===== config.mk =====
export PLATFORM = sky130hd
export DESIGN_NAME = wb_ctrl
export DESIGN_NICKNAME = d
export VERILOG_FILES = /design/src/rtl/wb_ctrl.sv
export SDC_FILE = /design/constraint.sdc
export NUM_CORES = 1
export LEC_CHECK = 0
export CAP_MARGIN = 10
export CORE_ASPECT_RATIO = 1.2
export CORE_MARGIN = 5
export CORE_UTILIZATION = 41
export DETAILED_ROUTE_END_ITERATION = 6
export PLACE_DENSITY = 0.9
export SYNTH_ARGS = -nofsm -noshare
export SYNTH_HDL_FRONTEND = slang
export SYNTH_SLANG_ARGS = --single-unit
export TNS_END_PERCENT = 20

===== constraint.sdc =====
create_clock -name clk -period 2.1 [get_ports clk]
set_input_delay 0.315 -clock clk [delete_from_list [all_inputs] [get_ports clk]]
set_output_delay 0.315 -clock clk [all_outputs]
set_load 0.005 [all_outputs]

===== src/rtl/wb_ctrl.sv =====
// wb_ctrl: write-back controller for the single-cycle RISC-V core.
// Selects ALU / load / PC+4 as the write-back source, waits for load data,
// extends it, and drives a registered one-hot write enable, strobe and data.
// Optional build macro: WB_LOAD_TIMEOUT_EN adds a LOAD_WAIT timeout that
// abandons the load and pulses load_err after TIMEOUT_CYCLES cycles.
module wb_ctrl #(
    parameter int unsigned TIMEOUT_CYCLES = 255
) (
    input  logic        clk,
    input  logic        reset,
    input  logic        in_valid,
    output logic        in_ready,
    input  logic [4:0]  in_rd,
    input  logic [1:0]  in_wb_sel,
    input  logic [2:0]  in_funct3,
    input  logic [31:0] in_alu_result,
    input  logic [31:0] in_pc_plus4,
    input  logic        dmem_rvalid,
    input  logic [31:0] dmem_rdata,
    output logic [31:0] out,
    output logic        reg_write,
    output logic [31:0] wb_data,
    output logic        busy,
    output logic        load_err
);

    localparam int unsigned XLEN  = 32;
    localparam int unsigned REG_W = 5;
    localparam int unsigned F3_W  = 3;

    localparam logic [1:0] SEL_ALU  = 2'b00;
    localparam logic [1:0] SEL_LOAD = 2'b01;
    localparam logic [1:0] SEL_PC4  = 2'b10;

    typedef enum logic [0:0] {
        IDLE      = 1'b0,
        LOAD_WAIT = 1'b1
    } state_t;

    // A zero timeout would make every load fail immediately
    if (TIMEOUT_CYCLES < 1) begin : g_bad_timeout
        $error("wb_ctrl: TIMEOUT_CYCLES must be at least 1");
    end

    state_t            state_q, state_d;
    logic [REG_W-1:0]  rd_q, rd_d;
    logic [F3_W-1:0]   funct3_q, funct3_d;
    logic [1:0]        off_q, off_d;
    logic [XLEN-1:0]   out_q, out_d;
    logic              reg_write_q, reg_write_d;
    logic [XLEN-1:0]   wb_data_q, wb_data_d;
    logic              busy_q, busy_d;

`ifdef WB_LOAD_TIMEOUT_EN
    localparam int unsigned CNT_W = (TIMEOUT_CYCLES > 255) ? 32'($clog2(TIMEOUT_CYCLES + 1)) : 8;
    localparam logic [CNT_W-1:0] CNT_LAST = CNT_W'(TIMEOUT_CYCLES - 1);

    logic [CNT_W-1:0]  cnt_q, cnt_d;
    logic              load_err_q, load_err_d;
`endif

    // Byte lane picked by the address offset, halfword by offset bit 1
    function automatic logic [XLEN-1:0] extend_load(input logic [F3_W-1:0] f3,
                                                    input logic [1:0]      off,
                                                    input logic [XLEN-1:0] word);
        logic [7:0]  b;
        logic [15:0] h;
        b = 8'(word >> {off, 3'b000});
        h = off[1] ? word[31:16] : word[15:0];
        case (f3)
            3'b000:  return {{24{b[7]}}, b};
            3'b001:  return {{16{h[15]}}, h};
            3'b100:  return {24'b0, b};
            3'b101:  return {16'b0, h};
            default: return word;
        endcase
    endfunction

    // Next-state and next-output logic; outputs idle at zero unless a write issues
    always_comb begin
        state_d     = state_q;
        rd_d        = rd_q;
        funct3_d    = funct3_q;
        off_d       = off_q;
        out_d       = '0;
        reg_write_d = 1'b0;
        wb_data_d   = '0;
        busy_d      = 1'b0;
`ifdef WB_LOAD_TIMEOUT_EN
        cnt_d       = cnt_q;
        load_err_d  = 1'b0;
`endif
        case (state_q)
            IDLE: begin
                if (in_valid) begin
                    case (in_wb_sel)
                        SEL_ALU, SEL_PC4: begin
                            if (in_rd != '0) begin
                                reg_write_d = 1'b1;
                                out_d       = XLEN'(1) << in_rd;
                                wb_data_d   = (in_wb_sel == SEL_ALU) ? in_alu_result : in_pc_plus4;
                            end
                        end
                        SEL_LOAD: begin
                            rd_d     = in_rd;
                            funct3_d = in_funct3;
                            off_d    = in_alu_result[1:0];
                            state_d  = LOAD_WAIT;
                            busy_d   = 1'b1;
`ifdef WB_LOAD_TIMEOUT_EN
                            cnt_d    = '0;
`endif
                        end
                        default: ;
                    endcase
                end
            end
            LOAD_WAIT: begin
                busy_d = 1'b1;
                if (dmem_rvalid) begin
                    state_d = IDLE;
                    busy_d  = 1'b0;
                    if (rd_q != '0) begin
                        reg_write_d = 1'b1;
                        out_d       = XLEN'(1) << rd_q;
                        wb_data_d   = extend_load(funct3_q, off_q, dmem_rdata);
                    end
                end
`ifdef WB_LOAD_TIMEOUT_EN
                else if (cnt_q == CNT_LAST) begin
                    state_d    = IDLE;
                    busy_d     = 1'b0;
                    load_err_d = 1'b1;
                end else begin
                    cnt_d = cnt_q + CNT_W'(1);
                end
`endif
            end
            default: state_d = IDLE;
        endcase
    end

    // State, pending-load and output registers
    always_ff @(posedge clk or negedge reset) begin
        if (!reset) begin
            state_q     <= IDLE;
            rd_q        <= '0;
            funct3_q    <= '0;
            off_q       <= '0;
            out_q       <= '0;
            reg_write_q <= 1'b0;
            wb_data_q   <= '0;
            busy_q      <= 1'b0;
        end else begin
            state_q     <= state_d;
            rd_q        <= rd_d;
            funct3_q    <= funct3_d;
            off_q       <= off_d;
            out_q       <= out_d;
            reg_write_q <= reg_write_d;
            wb_data_q   <= wb_data_d;
            busy_q      <= busy_d;
        end
    end

`ifdef WB_LOAD_TIMEOUT_EN
    // Timeout counter and error pulse
    always_ff @(posedge clk or negedge reset) begin
        if (!reset) begin
            cnt_q      <= '0;
            load_err_q <= 1'b0;
        end else begin
            cnt_q      <= cnt_d;
            load_err_q <= load_err_d;
        end
    end

    assign load_err = load_err_q;
`else
    assign load_err = 1'b0;
`endif

    assign in_ready  = (state_q == IDLE);
    assign out       = out_q;
    assign reg_write = reg_write_q;
    assign wb_data   = wb_data_q;
    assign busy      = busy_q;

endmodule


; Yosys cells after proc, flatten, opt, wreduce, memory -nomap -nowiden
; Cells that the tools add are included.
; W data, S select, Z words.
[totals]
regBits = 76
input_bits = 110
output_inout_bits = 68
[classes]
n_eq_ne = 5
n_shift = 3
muxes = 25
bitwise_logic = 1
n_reduce_logical = 6
[op_table]
columns = op, n
row1 = $mux W32, 11
row2 = $pmux W32 S2, 2
row3 = $pmux W32 S4, 1
row4 = $shl A1 B5 Y32 const A, 2
row5 = $shr A32 B5 Y8, 1
row6 = $mux W16, 1
row7 = $reduce_bool A5 Y1, 2
row8 = $mux W1, 8
row9 = $eq A3 B3 Y1 const B, 2
row10 = $pmux W1 S2, 2
row11 = $eq A3 B1 Y1 const B, 1
row12 = $logic_not A3 Y1, 1
row13 = $reduce_and A3 Y1, 1
row14 = $eq A2 B1 Y1 const B, 1
row15 = $eq A2 B2 Y1 const B, 1
row16 = $logic_not A2 Y1, 1
row17 = $reduce_or A2 Y1, 1
row18 = $not A1 Y1, 1

; Depth between registers and ports, before layout
; Gate-level depths: netlist of the first run.
[logic_depth]
depth_word = 6
depth_mapped = 6

; Least setup slack after synthesis of the first run
; No wires, ideal clock.
[synth_path]
path_kind = input port to flip-flop
start = input in_rd[2]
end = register wb_data_q[10], in the netlist wb_data[10]
setup_ns = 0.132
arrival_time_ns = 1.443
setup_slack_ns = 0.526
path_stages = 5
path_buffers = 2
path_cell_list = clkbuf_1 > or3_4 > o31ai_4 > buf_2 > o21ai_0
[synth_via]
elab_chain_cells = 5
[synth_rtl]
columns = element, line
row1 = start: declaration, 13  ; input logic [4:0] in_rd,
row2 = $reduce_bool A5 Y1, 98  ; if (in_rd != '0) begin
row3 = $mux W32, 98
row4 = $mux W32, 96  ; case (in_wb_sel)
row5 = $mux W32, 95  ; if (in_valid) begin
row6 = $pmux W32 S2, 93  ; case (state_q)
row7 = named net wb_data_d[10], 51  ; logic [XLEN-1:0] wb_data_q, wb_data_d;
row8 = end signal: assignment, 161  ; wb_data_q <= wb_data_d;
row9 = end: declaration, 51
; The timed path passes the listed nets, and every way through them passes these cells.
; A chain may end at the register's enable or synchronous reset.

; Final worst setup path of the first run
[layout_path]
start = register off_q[1]
end = register wb_data_q[5], in the netlist wb_data[5]
[layout_via]
elab_chain_cells = 5
elab_cells_between_ends = 6
cone_classes = shift: 1 / mux: 5
[layout_rtl]
columns = element, line
row1 = start: declaration, 48  ; logic [1:0] off_q, off_d;
row2 = start signal: assignment, 149  ; off_q <= '0;
row3 = start signal: assignment, 158  ; off_q <= off_d;
row4 = $shr A32 B5 Y8 or $mux W16 (tied branches), "68, 69"
row5 = $pmux W32 S4 *, 70  ; case (f3)
row6 = $mux W32 *, 123  ; if (rd_q != '0) begin
row7 = $mux W32 *, 120  ; if (dmem_rvalid) begin
row8 = $pmux W32 S2 *, 93
row9 = named net wb_data_d[5], 51
; The timed path passes the listed nets; every way through them passes the cells marked *.

==> results of run 1 <==
## Yosys cell counts
library cell	count
or3b_4	1
nand2_1	28
nand3_1	5
buf_6	1
and3_1	1
clkinv_1	1
o221ai_1	7
nand2b_1	4
o31ai_4	1
o21bai_1	1
o21ai_0	20
o32ai_1	3
nor3_1	3
or3_4	1
inv_1	4
nor4_1	1
o22ai_2	10
nand4_1	1
nor3b_1	2
nor2b_1	9
o221ai_4	1
nor2_1	24
o211ai_1	1
nor3b_2	1
clkbuf_1	11
nand3b_1	5
buf_2	8
mux2_2	7
mux2i_1	41
a31o_2	1
a21oi_1	9
a32oi_1	1
o22ai_1	42
nor4bb_1	1
or3b_2	2
buf_4	3
conb_1	1
dfrtp_1	76
or3_1	8
a21oi_4	1
o21ai_4	1
## layer usage
metal	global-route usage (%)	share of wire [%]	vias up
met4	11.54	3.8	0
met5	0	0	-
li1	-	-	1664
met3	5.825	8.3	33
met1	25.70	37	1730
met2	39.60	51	222
## cells by family after synthesis
group,count (synthesis),share of synthesized area (%)
AO/OA/AOI/OAI,99,19.49
multiplexers,48,13.00
AND/OR/NAND/NOR,97,13.30
other,1,0.09967
flip-flops,76,50.55
buffers and inverters,28,3.558
## cell type report
| cell class | count | share of cell area [%] |
|---|---|---|
| tap | 120 | 2.501 |
| timing repair buffer | 195 | 32.30 |
| inverter | 5 | 0.3126 |
| clock inverter | 4 | 1.584 |
| sequential | 76 | 31.67 |
| clock buffer | 12 | 2.584 |
| multi-input combinational | 246 | 29.05 |
## worst max path at each step
stage                                       end  slack, ns  depth (start not counted)
after floorplan           wb_data[10]$_DFF_PN0_       0.53                          5
after global placement    wb_data[13]$_DFF_PN0_       0.17                          5
after detailed placement   wb_data[9]$_DFF_PN0_       0.13                          5
after CTS                  wb_data[5]$_DFF_PN0_       0.29                          5
after global routing       wb_data[5]$_DFF_PN0_       0.05                          5
final                      wb_data[5]$_DFF_PN0_       0.19                          5
## state kept, by name (all words and copies together) (netlist names)
| register | count |
|---|---|
| funct3_q | 3 |
| off_q | 2 |
| wb_data | 32 |
| out | 32 |
| busy | 1 |
| reg_write | 1 |
| rd_q | 5 |
## power groups by stage
stage                     clock, mW  sequential (mW)  combinational, mW
after floorplan                   0             1.67              0.574
after global placement            0             1.71               1.12
after detailed placement          0             1.71               1.15
after CTS                      1.40             1.68               1.16
after global routing           1.46             1.70               1.25
final                          1.38             1.68               1.16
==> out/metrics.yaml, run 1 <==
run_status:
  outcome: "completed"
final_layout:
  fin_cells: 658
  area_growth_pct: 59.59
  regArea_um2: 1902
  multi_input_area_um2: 1744
  nets: 643
  stdcell_area_um2: 6005
  n_antenna_cell: 0
  post-route-util_pct: 66.82
  layout_common_cells: "175 x clkdlybuf4s50_1, 76 x dfrtp_1, 42 x o22ai_1, 41 x mux2i_1, 28 x nand2_1"
  nFillCells: 689
  layout-drive-gt1-share_pct: 11.90
  final_common_cell: "clkdlybuf4s50_1"
logic_synthesis:
  yosys_warnings: 0
  synth_cells: 349
  yosysUniqueCellTypes: 41
  post_synth_instance_area_um2: 3762
  synth_seq_cells: 76
  synth_largest_area_cell: "dfrtp_1"
  synth.yosys.seq_area_share_pct: 50.55
  synthTopCellsByArea: "dfrtp_1 51%, mux2i_1 11%, o22ai_1 7.0%"
  synth_area_per_cell_um2: 10.78
  yosysTopAreaCellShare_pct: 50.55
power_and_ir_drop:
  ir_drop_mv: 0.3194
  p_comb_share_pct: 27.4
  leakagePower_nw: 2.429
  internal_power_mw: 3.028
  pwr-share-clk_pct: 32.7
  pwr-share-seq_pct: 39.9
  p_total_mw: 4.224
  p_sw_share_pct: 28.31
  p_sw_mw: 1.196
  power_density_nw_per_um2: 703.4
clocking:
  cts_buffer_depth: 2
  cts_tree: "done"
  clock_tree.root_cell: "clkbuf_8"
  ctsResizeCount: 0
  postCtsHoldBufs: 0
  postCtsSetupBuffers: 0
  clk_pin_slew_ns: 0.08
  cts.sinks: 76
  ctsHtreeMaxLevel: 3
  clock_latency_ns: 0.36
  cts_inserted_buffers: 9
timing:
  hold_viol: 0
  tns_ns: 0
  final_period_minus_worst_setup_slack_ns: 1.912
  setup_ws_ns: 0.1875
  rsz0062_at_grt: "no"
  drv_slew: 0
  relSlewSlack_pct: 37.76
  fmax_mhz: 522.9
  setup_viol: 0
  finalCritPeriodShare_pct: 91.07
  tightest_slew_ns: 0.9335
  hold_slack_ns: 0.09823
  finClkSkew_ns: 0.01237
global_route:
  grt_usage_pct: 22.63
  antenna_found_initial: 0
  grt_pass1_wl_um: 19860
  grt_pass1_vias: 3832
  grt_max_degree: 77
  grt-ovfl-total: 0
die:
  start_util_pct: 41.87
  ios: 178
  coreArea_um2: 8986
  die_y_um: 114.9
  die_x_um: 97.45
  fp-row-count: 38
  die_area_um2: 11200
detailed_routing:
  drt_pass1_iterations: 5
  via_per_inst: 5.546
  vias: 3649
  drtIter0Drc: 181
  wl_per_cell_um: 19.41
  routed_wl_um: 12770
  post-route-drc-count: 0
  antenna_left: 0
worst_setup_path:
  start_kind: "flop"
  path_cells: "buf_4, inv_1, a21oi_1, o21ai_0, o22ai_1"
  r2r-start: "off_q[1]$_DFFE_PN0P_"
  r2r_slack_ns: 0.19
  worst_path_dominant_cell_family: "compound AO/OA/AOI/OAI gates"
  worstPathArrival_ns: 2.19
  crit_required_ns: 2.37
  r2r_end: "wb_data[5]$_DFF_PN0_"
  reg2reg_depth: 5
  cp_max_fo: 11
  slowest_delay_ns: 0.50
  crit_buf_inv: 2
  crit_start: "off_q[1]$_DFFE_PN0P_"
  slowest_stage: "a21oi_1"
  end_kind: "flop"
  critPathKind: "reg2reg"
place:
  placedCellCount: 642
  dp_slack_ns: 0.1343
  hpwl_um: 9880
  place_congestion: 0.8656
  portBuffers: 176
  place_area_um2: 5754
flow_run:
  cap_violations: 0
worst_hold_path:
  hp-class: "in2async"
Power figures use the tool's default switching activity.
==> run 2: changes to the inputs <==
==> constraint.sdc (replaced) <==
create_clock -name clk -period 2.1 [get_ports clk]
set_input_delay 0.42 -clock clk [delete_from_list [all_inputs] [get_ports clk]]
set_output_delay 0.42 -clock clk [all_outputs]
set_load 0.005 [all_outputs]
==> run 2 against run 1 <==
Against the previous run:
- global-route usage is 0.23 points lower
- combinational power hardly changed
- clock skew fell by 0.0014 ns
- wire length down 1.6%
- via count shrank 1.2%
- sequential share of layout area fell by 0.26 points
- sequential power about the same
- count of clock-buffer cells in the layout did not move
- maximum frequency rose by 1.9%
- largest power group unchanged
==> out/metrics.yaml, run 2 (same netlist as run 1, synthesis figures left out) <==
run_status:
  outcome: "completed"
die:
  fp-row-count: 38  # unchanged
  die_x_um: 97.45  # unchanged
  coreArea_um2: 8986  # unchanged
  die_y_um: 114.9  # unchanged
  start_util_pct: 41.87  # unchanged
  die_area_um2: 11200  # unchanged
  ios: 178  # unchanged
timing:
  finalCritPeriodShare_pct: 89.41  # -1.7 points
  drv_slew: 0  # unchanged
  setup_viol: 0  # unchanged
  hold_slack_ns: 0.01217  # -0.08607 ns
  setup_ws_ns: 0.2224  # +0.03492 ns
  relSlewSlack_pct: 65.99  # +28 points
  tns_ns: 0  # unchanged
  tightest_slew_ns: 0.5101  # -0.4234 ns
  finClkSkew_ns: 0.01099  # -0.001379 ns
  hold_viol: 0  # unchanged
  final_period_minus_worst_setup_slack_ns: 1.878  # -0.03492 ns
  rsz0062_at_grt: "no"
  fmax_mhz: 532.6  # +1.9%
place:
  hpwl_um: 9991  # +1.1%
  place_congestion: 0.9108  # +5.2%
  dp_slack_ns: 0.02498  # -0.1093 ns
  portBuffers: 176  # unchanged
  place_area_um2: 5804  # +0.87%
global_route:
  grt_pass1_wl_um: 19820  # -0.21%
  busiest_layer: "met2"
  grt-ovfl-total: 0  # unchanged
  antenna_found_initial: 0  # unchanged
  grt_max_degree: 44  # -43%
  grtUsageMet3_pct: 6.553  # +0.73 points
  grt_usage_pct: 22.41  # -0.23 points
  grt_pass1_vias: 3810  # -0.57%
  gr-usage-met2_pct: 39.73  # +0.14 points
  grt_use_met1_pct: 25.79  # +0.096 points
clocking:
  ctsResizeCount: 0  # unchanged
  clk_pin_slew_ns: 0.07  # about the same
  postCtsSetupBuffers: 0  # unchanged
  cts_inserted_buffers: 9  # unchanged
  ctsHtreeMaxLevel: 3  # unchanged
  cts_tree: "done"
  cts_buffer_depth: 2  # unchanged
  clock_latency_ns: 0.34  # -0.02 ns
  postCtsHoldBufs: 0  # unchanged
  cts.sinks: 76  # unchanged
  clock_tree.root_cell: "clkbuf_8"
detailed_routing:
  antenna_left: 0  # unchanged
  vias: 3604  # -1.2%
  wl_per_cell_um: 18.95  # -2.3%
  drtIter0Drc: 219  # +21%
  routed_wl_um: 12570  # -1.6%
  drt_pass1_iterations: 5  # unchanged
  via_per_inst: 5.436  # -2.0%
  post-route-drc-count: 0  # unchanged
power_and_ir_drop:
  power_density_nw_per_um2: 698.8  # -0.65%
  leakagePower_nw: 2.458  # +1.2%
  ir_drop_mv: 0.3963  # +24%
final_layout:
  stdcell_area_um2: 6055  # +0.83%
  layout_common_cells: "175 x clkdlybuf4s50_1, 76 x dfrtp_1, 42 x o22ai_1, 41 x mux2i_1, 28 x nand2_1"
  area_growth_pct: 60.92
  layout-drive-gt1-share_pct: 12.71  # +0.81 points
  n_antenna_cell: 0  # unchanged
  final_common_cell: "clkdlybuf4s50_1"
  nets: 648  # +0.78%
worst_hold_path:
  hp-class: "in2async"
worst_setup_path:
  cp_max_fo: 6  # -5
  start_kind: "flop"
  critPathKind: "reg2out"
  crit_required_ns: 1.68  # -0.69 ns
  end_kind: "output pin"
  worstPathArrival_ns: 1.46  # -0.73 ns
flow_run:
  cap_violations: 0  # unchanged
## run 2: cell types whose count changed in the layout (fill, tap and decap cells not counted), sizes merged
cell | before | now
buf | 20 | 25
## run 2: through the flow
step | total power [mW] | util, % | std cells
3_3_place_gp | 2.843 | 64.59 | 647
6_report | 4.231 | 67.38 | 663
4_1_cts | 4.253 | 67.38 | 663
3_5_place_dp | 2.867 | 64.59 | 647
5_1_grt | 4.433 | 67.38 | 663
2_1_floorplan | 2.248 | - | 350
## run 2: final timing paths
path                                                 to                     from  cells past startpoint  slack [ns]
worst max-delay path                           in_ready           busy$_DFF_PN0_                      2        0.22
worst min-delay path                  out[23]$_DFF_PN0_                    reset                      1        0.01
worst max register to register    wb_data[13]$_DFF_PN0_  funct3_q[0]$_DFFE_PN0P_                      5        0.35
worst min register to register      rd_q[4]$_DFFE_PN0P_      rd_q[4]$_DFFE_PN0P_                      1        0.60
max in group asynchronous       funct3_q[0]$_DFFE_PN0P_                    reset                      2        1.53
min in group clk                    rd_q[4]$_DFFE_PN0P_      rd_q[4]$_DFFE_PN0P_                      1        0.60
## run 2: routing by layer
layer	share of wire, %	wire [um]	vias up
met5	0	0	-
met4	3.0	378	0
met3	8.2	1027	24
met2	51	6408	206
met1	38	4752	1702
li1	-	-	1672
## run 2: report_power, final
group	internal, mW	total [mW]	switching (mW)
sequential	1.57	1.69	0.116
clock	0.854	1.38	0.529
combinational	0.607	1.16	0.551
total	3.04	4.23	1.20
## run 2: critical path, cell delays in order, from the launching register on
cell,delay (ns)
dfrtp_1,0.47
inv_1,0.14
clkdlybuf4s50_1,0.51
## run 2: area by class of cell
| type | instances | area [um^2] |
|---|---|---|
| sequential | 76 | 1902 |
| fill | 700 | 2932 |
| multi-input combinational | 246 | 1744 |
| clock buffer | 12 | 155.1 |
| clock inverter | 4 | 95.09 |
| tap | 120 | 150.1 |
| inverter | 5 | 18.77 |
| timing repair buffer | 200 | 1989 |
